## config.mk

```make
export PLATFORM = sky130hd
export DESIGN_NAME = pixel_proc
export DESIGN_NICKNAME = d
export VERILOG_FILES = /design/src/rtl/pixel_proc.sv
export SDC_FILE = /design/constraint.sdc
export NUM_CORES = 1
export LEC_CHECK = 0
export CAP_MARGIN = 20
export CORE_MARGIN = 3
export CORE_UTILIZATION = 66
export DETAILED_ROUTE_END_ITERATION = 10
export PLACE_DENSITY = 0.89
export SYNTH_ARGS = -nofsm -noshare
export SYNTH_HDL_FRONTEND = slang
export SYNTH_SLANG_ARGS = --single-unit
```

## constraint.sdc

```tcl
create_clock -name clk -period 8 [get_ports clk]
set_input_delay 1.2 -clock clk [delete_from_list [all_inputs] [get_ports clk]]
set_output_delay 1.2 -clock clk [all_outputs]
set_load 0.02 [all_outputs]
```

## src/rtl/pixel_proc.sv

```systemverilog
// Three-stage per-pixel colour classifier: RGB in, 3-bit hue class out.
// Hue bands are tested by cross-multiplication against delta, so there is no divider.
module pixel_proc #(
  parameter int unsigned V_MIN = 64,
  parameter int unsigned S_MIN = 100
) (
  input  logic        clk,
  input  logic        rst,
  input  logic [23:0] pixel_in,
  output logic [2:0]  pixel_classification
);

  localparam logic [1:0] SEL_R = 2'd0;
  localparam logic [1:0] SEL_G = 2'd1;
  localparam logic [1:0] SEL_B = 2'd2;

  logic [23:0]       pix_q;
  logic [7:0]        max_q;
  logic [7:0]        delta_q;
  logic [1:0]        sel_q;
  logic signed [8:0] diff_q;

  logic [7:0]        r, g, b;
  logic [7:0]        max_c, min_c;
  logic [1:0]        sel_c;
  logic signed [8:0] diff_c;

  // Stage 2 combinational: extremes, max-channel select (R > G > B on ties)
  always_comb begin
    r = pix_q[23:16];
    g = pix_q[15:8];
    b = pix_q[7:0];
    if (r >= g && r >= b) begin
      sel_c  = SEL_R;
      max_c  = r;
      diff_c = $signed({1'b0, g}) - $signed({1'b0, b});
    end else if (g >= b) begin
      sel_c  = SEL_G;
      max_c  = g;
      diff_c = $signed({1'b0, b}) - $signed({1'b0, r});
    end else begin
      sel_c  = SEL_B;
      max_c  = b;
      diff_c = $signed({1'b0, r}) - $signed({1'b0, g});
    end
    if (r <= g) min_c = (r <= b) ? r : b;
    else        min_c = (g <= b) ? g : b;
  end

  function automatic logic hue_lt(input logic signed [19:0] num,
                                  input logic signed [19:0] den,
                                  input logic signed [19:0] deg);
    return num < deg * den;
  endfunction

  logic signed [19:0] d_s, df_s, base_s, h_num;
  logic [17:0]        sat_lhs, sat_rhs;
  logic [2:0]         class_c;

  // h_num / delta is the hue in degrees, already wrapped into [0,360)
  always_comb begin
    d_s  = {12'd0, delta_q};
    df_s = {{11{diff_q[8]}}, diff_q};
    case (sel_q)
      SEL_G:   base_s = 20'sd120 * d_s;
      SEL_B:   base_s = 20'sd240 * d_s;
      default: base_s = diff_q[8] ? 20'sd360 * d_s : '0;
    endcase
    h_num   = base_s + 20'sd60 * df_s;
    sat_lhs = {10'd0, delta_q} * 18'd255;
    sat_rhs = 18'(S_MIN) * {10'd0, max_q};
    class_c = 3'd0;
    if (32'(max_q) < V_MIN || delta_q == '0 || sat_lhs < sat_rhs)
      class_c = 3'd0;
    else if (hue_lt(h_num, d_s, 20'sd20) || !hue_lt(h_num, d_s, 20'sd340))
      class_c = 3'd1;
    else if (!hue_lt(h_num, d_s, 20'sd40) && hue_lt(h_num, d_s, 20'sd70))
      class_c = 3'd2;
    else if (!hue_lt(h_num, d_s, 20'sd90) && hue_lt(h_num, d_s, 20'sd150))
      class_c = 3'd3;
    else if (!hue_lt(h_num, d_s, 20'sd160) && hue_lt(h_num, d_s, 20'sd200))
      class_c = 3'd6;
    else if (!hue_lt(h_num, d_s, 20'sd200) && hue_lt(h_num, d_s, 20'sd260))
      class_c = 3'd4;
    else if (!hue_lt(h_num, d_s, 20'sd300))
      class_c = 3'd5;
  end

  always_ff @(posedge clk) begin
    if (rst) begin
      pix_q                <= '0;
      max_q                <= '0;
      delta_q              <= '0;
      sel_q                <= SEL_R;
      diff_q               <= '0;
      pixel_classification <= '0;
    end else begin
      pix_q                <= pixel_in;
      max_q                <= max_c;
      delta_q              <= max_c - min_c;
      sel_q                <= sel_c;
      diff_q               <= diff_c;
      pixel_classification <= class_c;
    end
  end

endmodule

```

=== Word-level counts from Yosys, hierarchy flattened ===
Index checks and enable logic that the tools add are counted.

* Bits in registers: 54
* Output and inout port bits: 3
* Logic and storage cells: 83
* Input port bits: 26

* Magnitude comparators: 18
* Multipliers: 16
* Reduce and logical (&&, ||, !) cells: 18
* Equality and inequality tests: 2
* Muxes and demuxes: 16
* $add $sub $neg: 5

{| class="wikitable"
|+ Operators with widths
! cell !! number
|-
| $lt 20x17->1 || 3
|-
| $lt 20x18->1 || 3
|-
| $mul 7x8->15 const A || 4
|-
| $mul 6x8->14 const A || 3
|-
| $lt 20x16->1 || 2
|-
| $mux 8 || 5
|-
| $pmux 17 s2 || 1
|-
| $mul 3x8->11 const A || 3
|-
| $sub 8x8->9 || 3
|-
| $mul 5x8->13 const A || 2
|-
| $ge 8x8->1 || 3
|-
| $le 8x8->1 || 3
|-
| $mul 4x8->12 const A || 2
|-
| $lt 20x14->1 || 1
|-
| $lt 20x15->1 || 1
|-
| $add 18x16->19 || 1
|-
| $mux 9 || 2
|-
| $mux 17 || 1
|-
| $lt 16x15->1 || 1
|-
| $mul 8x8->16 const B || 1
|-
| $mul 5x9->14 const A || 1
|-
| $mux 3 || 3
|-
| $logic_not 8->1 || 1
|-
| $lt 8x7->1 const B || 1
|-
| 11 further kinds || 24
|}

=== Logic depth before layout (Yosys ltp) ===
* Depth after elaboration: 12
* Gate-level depth with buffers: 31
* Mapped depth without buffers: 31

=== Worst setup path before layout ===
No wires, ideal clock.

* Kind: flip-flop to flip-flop
* From: reg delta_q[6]
* To: reg pixel_classification[0]
* Cell stages (with the launch flop): 29
* Data arrival time: 6.576 ns
* Library setup time: 0.058 ns
* Buffers on the path: 0
* Period minus slack after synthesis: 6.634 ns
* Data required time: 7.942 ns
* Slack: 1.366 ns
* Cell sequence: dfxtp_1 -> ha_1 -> inv_1 -> fa_1 -> fa_1 -> inv_1 -> ha_1 -> nor2b_1 -> o21ai_0 -> a21oi_1 -> or3_1 -> nand2_1 -> nor2_1 -> a221o_1 -> ha_1 -> or2_1 -> o31ai_1 -> a21oi_1 -> xor2_2 -> ha_1 -> or4_1 -> a211oi_1 -> a21oi_1 -> maj3_1 -> and3_1 -> o21ai_1 -> o211ai_2 -> a21oi_1 -> o21ba_1

* Cells in the longest elaborated chain, start to end: 12
* Elaborated cells on any way between the ends: 48
* Those cells by class: add/sub: 1; mul: 14; order compare: 11; mux: 8; reduce/logical: 14

{| class="wikitable"
|+ Ends and longest elaborated chain
! item !! line !! RTL
|-
| from (decl) || 19 || <nowiki>logic [7:0] delta_q;</nowiki>
|-
| from (signal assigned) || 100 || <nowiki>delta_q <= max_c - min_c;</nowiki>
|-
| $mul 6x8->14 || 53, 67 ||
|-
| $mux 17 || 67 || <nowiki>default: base_s = diff_q[8] ? 20'sd360 * d_s : '0;</nowiki>
|-
| $pmux 17 s2 || 64 || <nowiki>case (sel_q)</nowiki>
|-
| $add 18x16->19 || 69 || <nowiki>h_num = base_s + 20'sd60 * df_s;</nowiki>
|-
| $lt 20x17->1 || 53 || <nowiki>return num < deg * den;</nowiki>
|-
| $logic_not 1->1 || 83 || <nowiki>else if (!hue_lt(h_num, d_s, 20'sd200) && hue_lt(h_num, d_s, 20'sd260))</nowiki>
|-
| $logic_and 1x1->1 || 83 ||
|-
| $mux 3 || 83 ||
|-
| $mux 3 || 81 || <nowiki>else if (!hue_lt(h_num, d_s, 20'sd160) && hue_lt(h_num, d_s, 20'sd200))</nowiki>
|-
| $mux 2 || 79 || <nowiki>else if (!hue_lt(h_num, d_s, 20'sd90) && hue_lt(h_num, d_s, 20'sd150))</nowiki>
|-
| $mux 2 || 77 || <nowiki>else if (!hue_lt(h_num, d_s, 20'sd40) && hue_lt(h_num, d_s, 20'sd70))</nowiki>
|-
| $mux 1 || 75 || <nowiki>else if (hue_lt(h_num, d_s, 20'sd20) || !hue_lt(h_num, d_s, 20'sd340))</nowiki>
|-
| to (signal assigned) || 103 || <nowiki>pixel_classification <= class_c;</nowiki>
|-
| to (decl) || 10 || <nowiki>output logic [2:0] pixel_classification</nowiki>
|}

Several ways; a longest one is shown, not always the timed one.
A chain may end at the register's enable or synchronous reset.

=== Worst setup path after layout ===
* From: reg delta_q[1]
* To: reg pixel_classification[0]

The elaborated chain is that of the path after synthesis.

==> run metrics <==
status=finished clean; register bit total from synthesis=54; first-pass GRT wire length=61900 um; Fillers=1555; Initial Utilization=68.0%; critical path launch point type=flop; measured slew at the worst slew-check pin=1.05 ns; Vias=12500; Setup Fix Bufs, Post-CTS=0; post-synthesis sequential area ratio=7.46%; Final Max Tran Viols=0; kind of critical path=flop to flop; EDFF count, synth=0; DRC viols=0; site row count=53; Synth warnings=0; Hold Vio Cnt, Final=0; Die H=154 um; share of cells above drive strength 1=4.00%; worst-skew pair later-pin latency=0.32 ns; Final Cycle Share=92.3%; DIE AREA=0.0238 sq mm; Reg clk slew, reported paths=0.10 ns; final RePlAce weighted congestion=0.976; Starting DRT DRC Count=910; worst-path maximum fanout=9; TritonCTS clock tree=built; Antenna diodes=0; gr ovfl total=0; largest net degree at the start of global routing=53; GR Util All Layers=31.6%; area of the core=0.0213 sq mm; MaxCap Viol Count=0; Nets=2243; PortBufs=28; most used cell along the critical path=a21oi_1; achievable frequency=135 MHz; clk_skew=0.0202 ns; fraction of registers with async set/reset=0%; critical path arrival=7.66 ns; CTS H-tree lvls=2; max_slew headroom=29.4%; CTS sink cnt=54; slowest stage cell on the critical path=dfxtp_1; CTS buffer count=5; CTS Root Cell=clkbuf_16; Main synth FF type=dfxtp_1; Distinct cells, synth=75; wire per inst=18.4 um; Synth Instances=1713; RSZ-0062 raised after global routing=false; CP peak stage delay=0.60 ns; syn_nets=2207; Post-Syn Area=0.0145 sq mm; Hold Crit Class=flop to flop; critical path data required time=8.28 ns; DP HPWL=31500 um; DRT antenna net count=0; Period minus WS final=7.38 ns; Mean Syn Cell Area=8.46 sq um; final wirelength=37300 um; number of global-route vias before repair=12600; initial antenna violation count=1; die span in x=154 um; area delta synth->final=5.81%; setup violators final=0; setup TNS=0 ns; CP endpoint kind=flop; R2R setup slack=0.62 ns; CTS max path bufs=2; Ports=29; router iterations before antenna repair=5; Vias per Instance=6.16
==> placed cells by master, fill, tap and decap left out, types with 5 or more instances in the layout <==
cell type,count
o31ai_1,9
a2111oi_0,7
nor3_1,23
buf_4,17
maj3_2,5
or2_2,10
ha_1,377
o21ai_1,8
mux2i_1,7
dfxtp_1,53
nor2b_1,65
o221ai_1,14
nand2b_1,33
o2111ai_1,5
nor2_1,102
o211ai_1,12
clkdlybuf4s50_1,27
a211oi_1,19
inv_1,266
nor4_1,6
xor2_1,43
clkbuf_16,5
o21bai_1,10
and3_1,7
mux2_2,7
nand4_1,10
nand2_1,69
and2_1,6
a21oi_1,115
fa_1,91
o21a_1,15
xnor2_1,76
a31oi_1,15
a21o_1,42
o22ai_1,5
nand3_1,17
o21ai_0,71
==> critical path, delay by kind of cell (launching register included) <==
| kind | cells | cell delay [ns] |
|---|---|---|
| AO/OA/AOI/OAI | 14 | 2.71 |
| adder cells (fa/ha/maj) | 6 | 2.06 |
| AND/OR/NAND/NOR | 3 | 0.94 |
| XOR/XNOR | 3 | 0.77 |
| flip-flops | 1 | 0.60 |
| buffers and inverters | 2 | 0.27 |
==> per-layer routing <==
metal / track usage [%] / part of all wire [%] / up-vias
met5: 0 / 0 / -
met1: 40.0 / 42 / 5849
li1: - / - / 6025
met4: 11.1 / 4.1 / 0
met3: 3.88 / 6.6 / 118
met2: 55.4 / 48 / 475
==> path summary, 6_finish.rpt <==
| kind | from | end | cells after the start |
|---|---|---|---|
| worst max-delay path | delta_q[1]$_SDFF_PP0_ | pixel_classification[0]$_SDFF_PP0_ | 28 |
| worst min-delay path | pix_q[18]$_SDFF_PP0_ | max_q[2]$_SDFF_PP0_ | 3 |
| worst max register to register | delta_q[1]$_SDFF_PP0_ | pixel_classification[0]$_SDFF_PP0_ | 28 |
| worst min register to register | pix_q[18]$_SDFF_PP0_ | max_q[2]$_SDFF_PP0_ | 3 |
==> per-stage QoR <==
stage	setup WS, ns	hold WS (ns)	utilization (%)	instance area, sq um	std cells
CTS	0.523	0.679	72.0	15300	2025
global placement	0.723	0.671	71.3	15200	2017
global route	0.151	0.721	72.0	15300	2025
floorplan	1.37	0.525	-	14500	1713
finish	0.618	0.679	72.0	15300	2025
detailed placement	0.562	0.657	71.3	15200	2017
==> kinds of logic (layout without fill, tap and decap cells) <==
kind of cell,count (synthesis),count (layout),synth area share [%]
xor+xnor,123,123,7.64
simple gates,364,364,12.6
buf+inv,286,323,7.41
flops,54,54,7.46
mux,14,14,1.03
fa+ha+maj,476,476,45.7
compound gates,396,396,18.1
==> Yosys cell counts, types with 4 or more instances <==
| cell | number | area share (%) |
|---|---|---|
| ha_1 | 377 | 33 |
| inv_1 | 266 | 6.9 |
| a21oi_1 | 115 | 4.0 |
| nor2_1 | 102 | 2.6 |
| fa_1 | 91 | 13 |
| xnor2_1 | 76 | 4.6 |
| o21ai_0 | 71 | 2.5 |
| nand2_1 | 69 | 1.8 |
| nor2b_1 | 65 | 2.8 |
| dfxtp_1 | 54 | 7.5 |
| xor2_1 | 43 | 2.6 |
| a21o_1 | 42 | 2.2 |
| nand2b_1 | 33 | 1.4 |
| nor3_1 | 23 | 0.79 |
| a211oi_1 | 19 | 0.98 |
| nand3_1 | 17 | 0.59 |
| a31oi_1 | 15 | 0.65 |
| o21a_1 | 15 | 0.78 |
| o221ai_1 | 14 | 0.85 |
| clkbuf_1 | 12 | 0.31 |
| o211ai_1 | 12 | 0.62 |
| nand4_1 | 10 | 0.43 |
| o21bai_1 | 10 | 0.52 |
| or2_2 | 10 | 0.43 |
| o31ai_1 | 9 | 0.47 |
| o21ai_1 | 8 | 0.28 |
| a2111oi_0 | 7 | 0.42 |
| and3_1 | 7 | 0.30 |
| mux2_2 | 7 | 0.54 |
| mux2i_1 | 7 | 0.48 |
| and2_1 | 6 | 0.26 |
| nor4_1 | 6 | 0.26 |
| maj3_2 | 5 | 0.39 |
| o2111ai_1 | 5 | 0.30 |
| o22ai_1 | 5 | 0.22 |
| a21boi_0 | 4 | 0.21 |
| a21boi_1 | 4 | 0.21 |
| a221o_1 | 4 | 0.28 |
| buf_1 | 4 | 0.10 |
| inv_2 | 4 | 0.10 |
| o311ai_0 | 4 | 0.24 |
| o31a_1 | 4 | 0.24 |
==> what timing repair did <==
item | 4_1_cts | 5_1_grt
hold buffers | 0 | 0
setup endpoints to repair | 0 | 1
resized for setup | 0 | 1
==> final cells by class <==
class / count / area [sq um] / area share [%]
well taps: 275 / 344 / 2.24
clock buffers: 5 / 125 / 0.816
clock inverters: 3 / 28.8 / 0.188
multi-input cells: 1373 / 12300 / 80.4
repair buffers: 45 / 403 / 2.63
inverters: 270 / 1010 / 6.61
flip-flops and latches: 54 / 1080 / 7.06
==> flip-flops by register name, indices dropped and copies added, names as in the netlist <==
| name | count |
|---|---|
| delta_q | 8 |
| diff_q | 9 |
| max_q | 8 |
| pix_q | 24 |
| pixel_classification | 3 |
| sel_q | 2 |
Power is not shown: default switching activity piles up to over one toggle a cycle in this logic, so the estimate is an artifact.
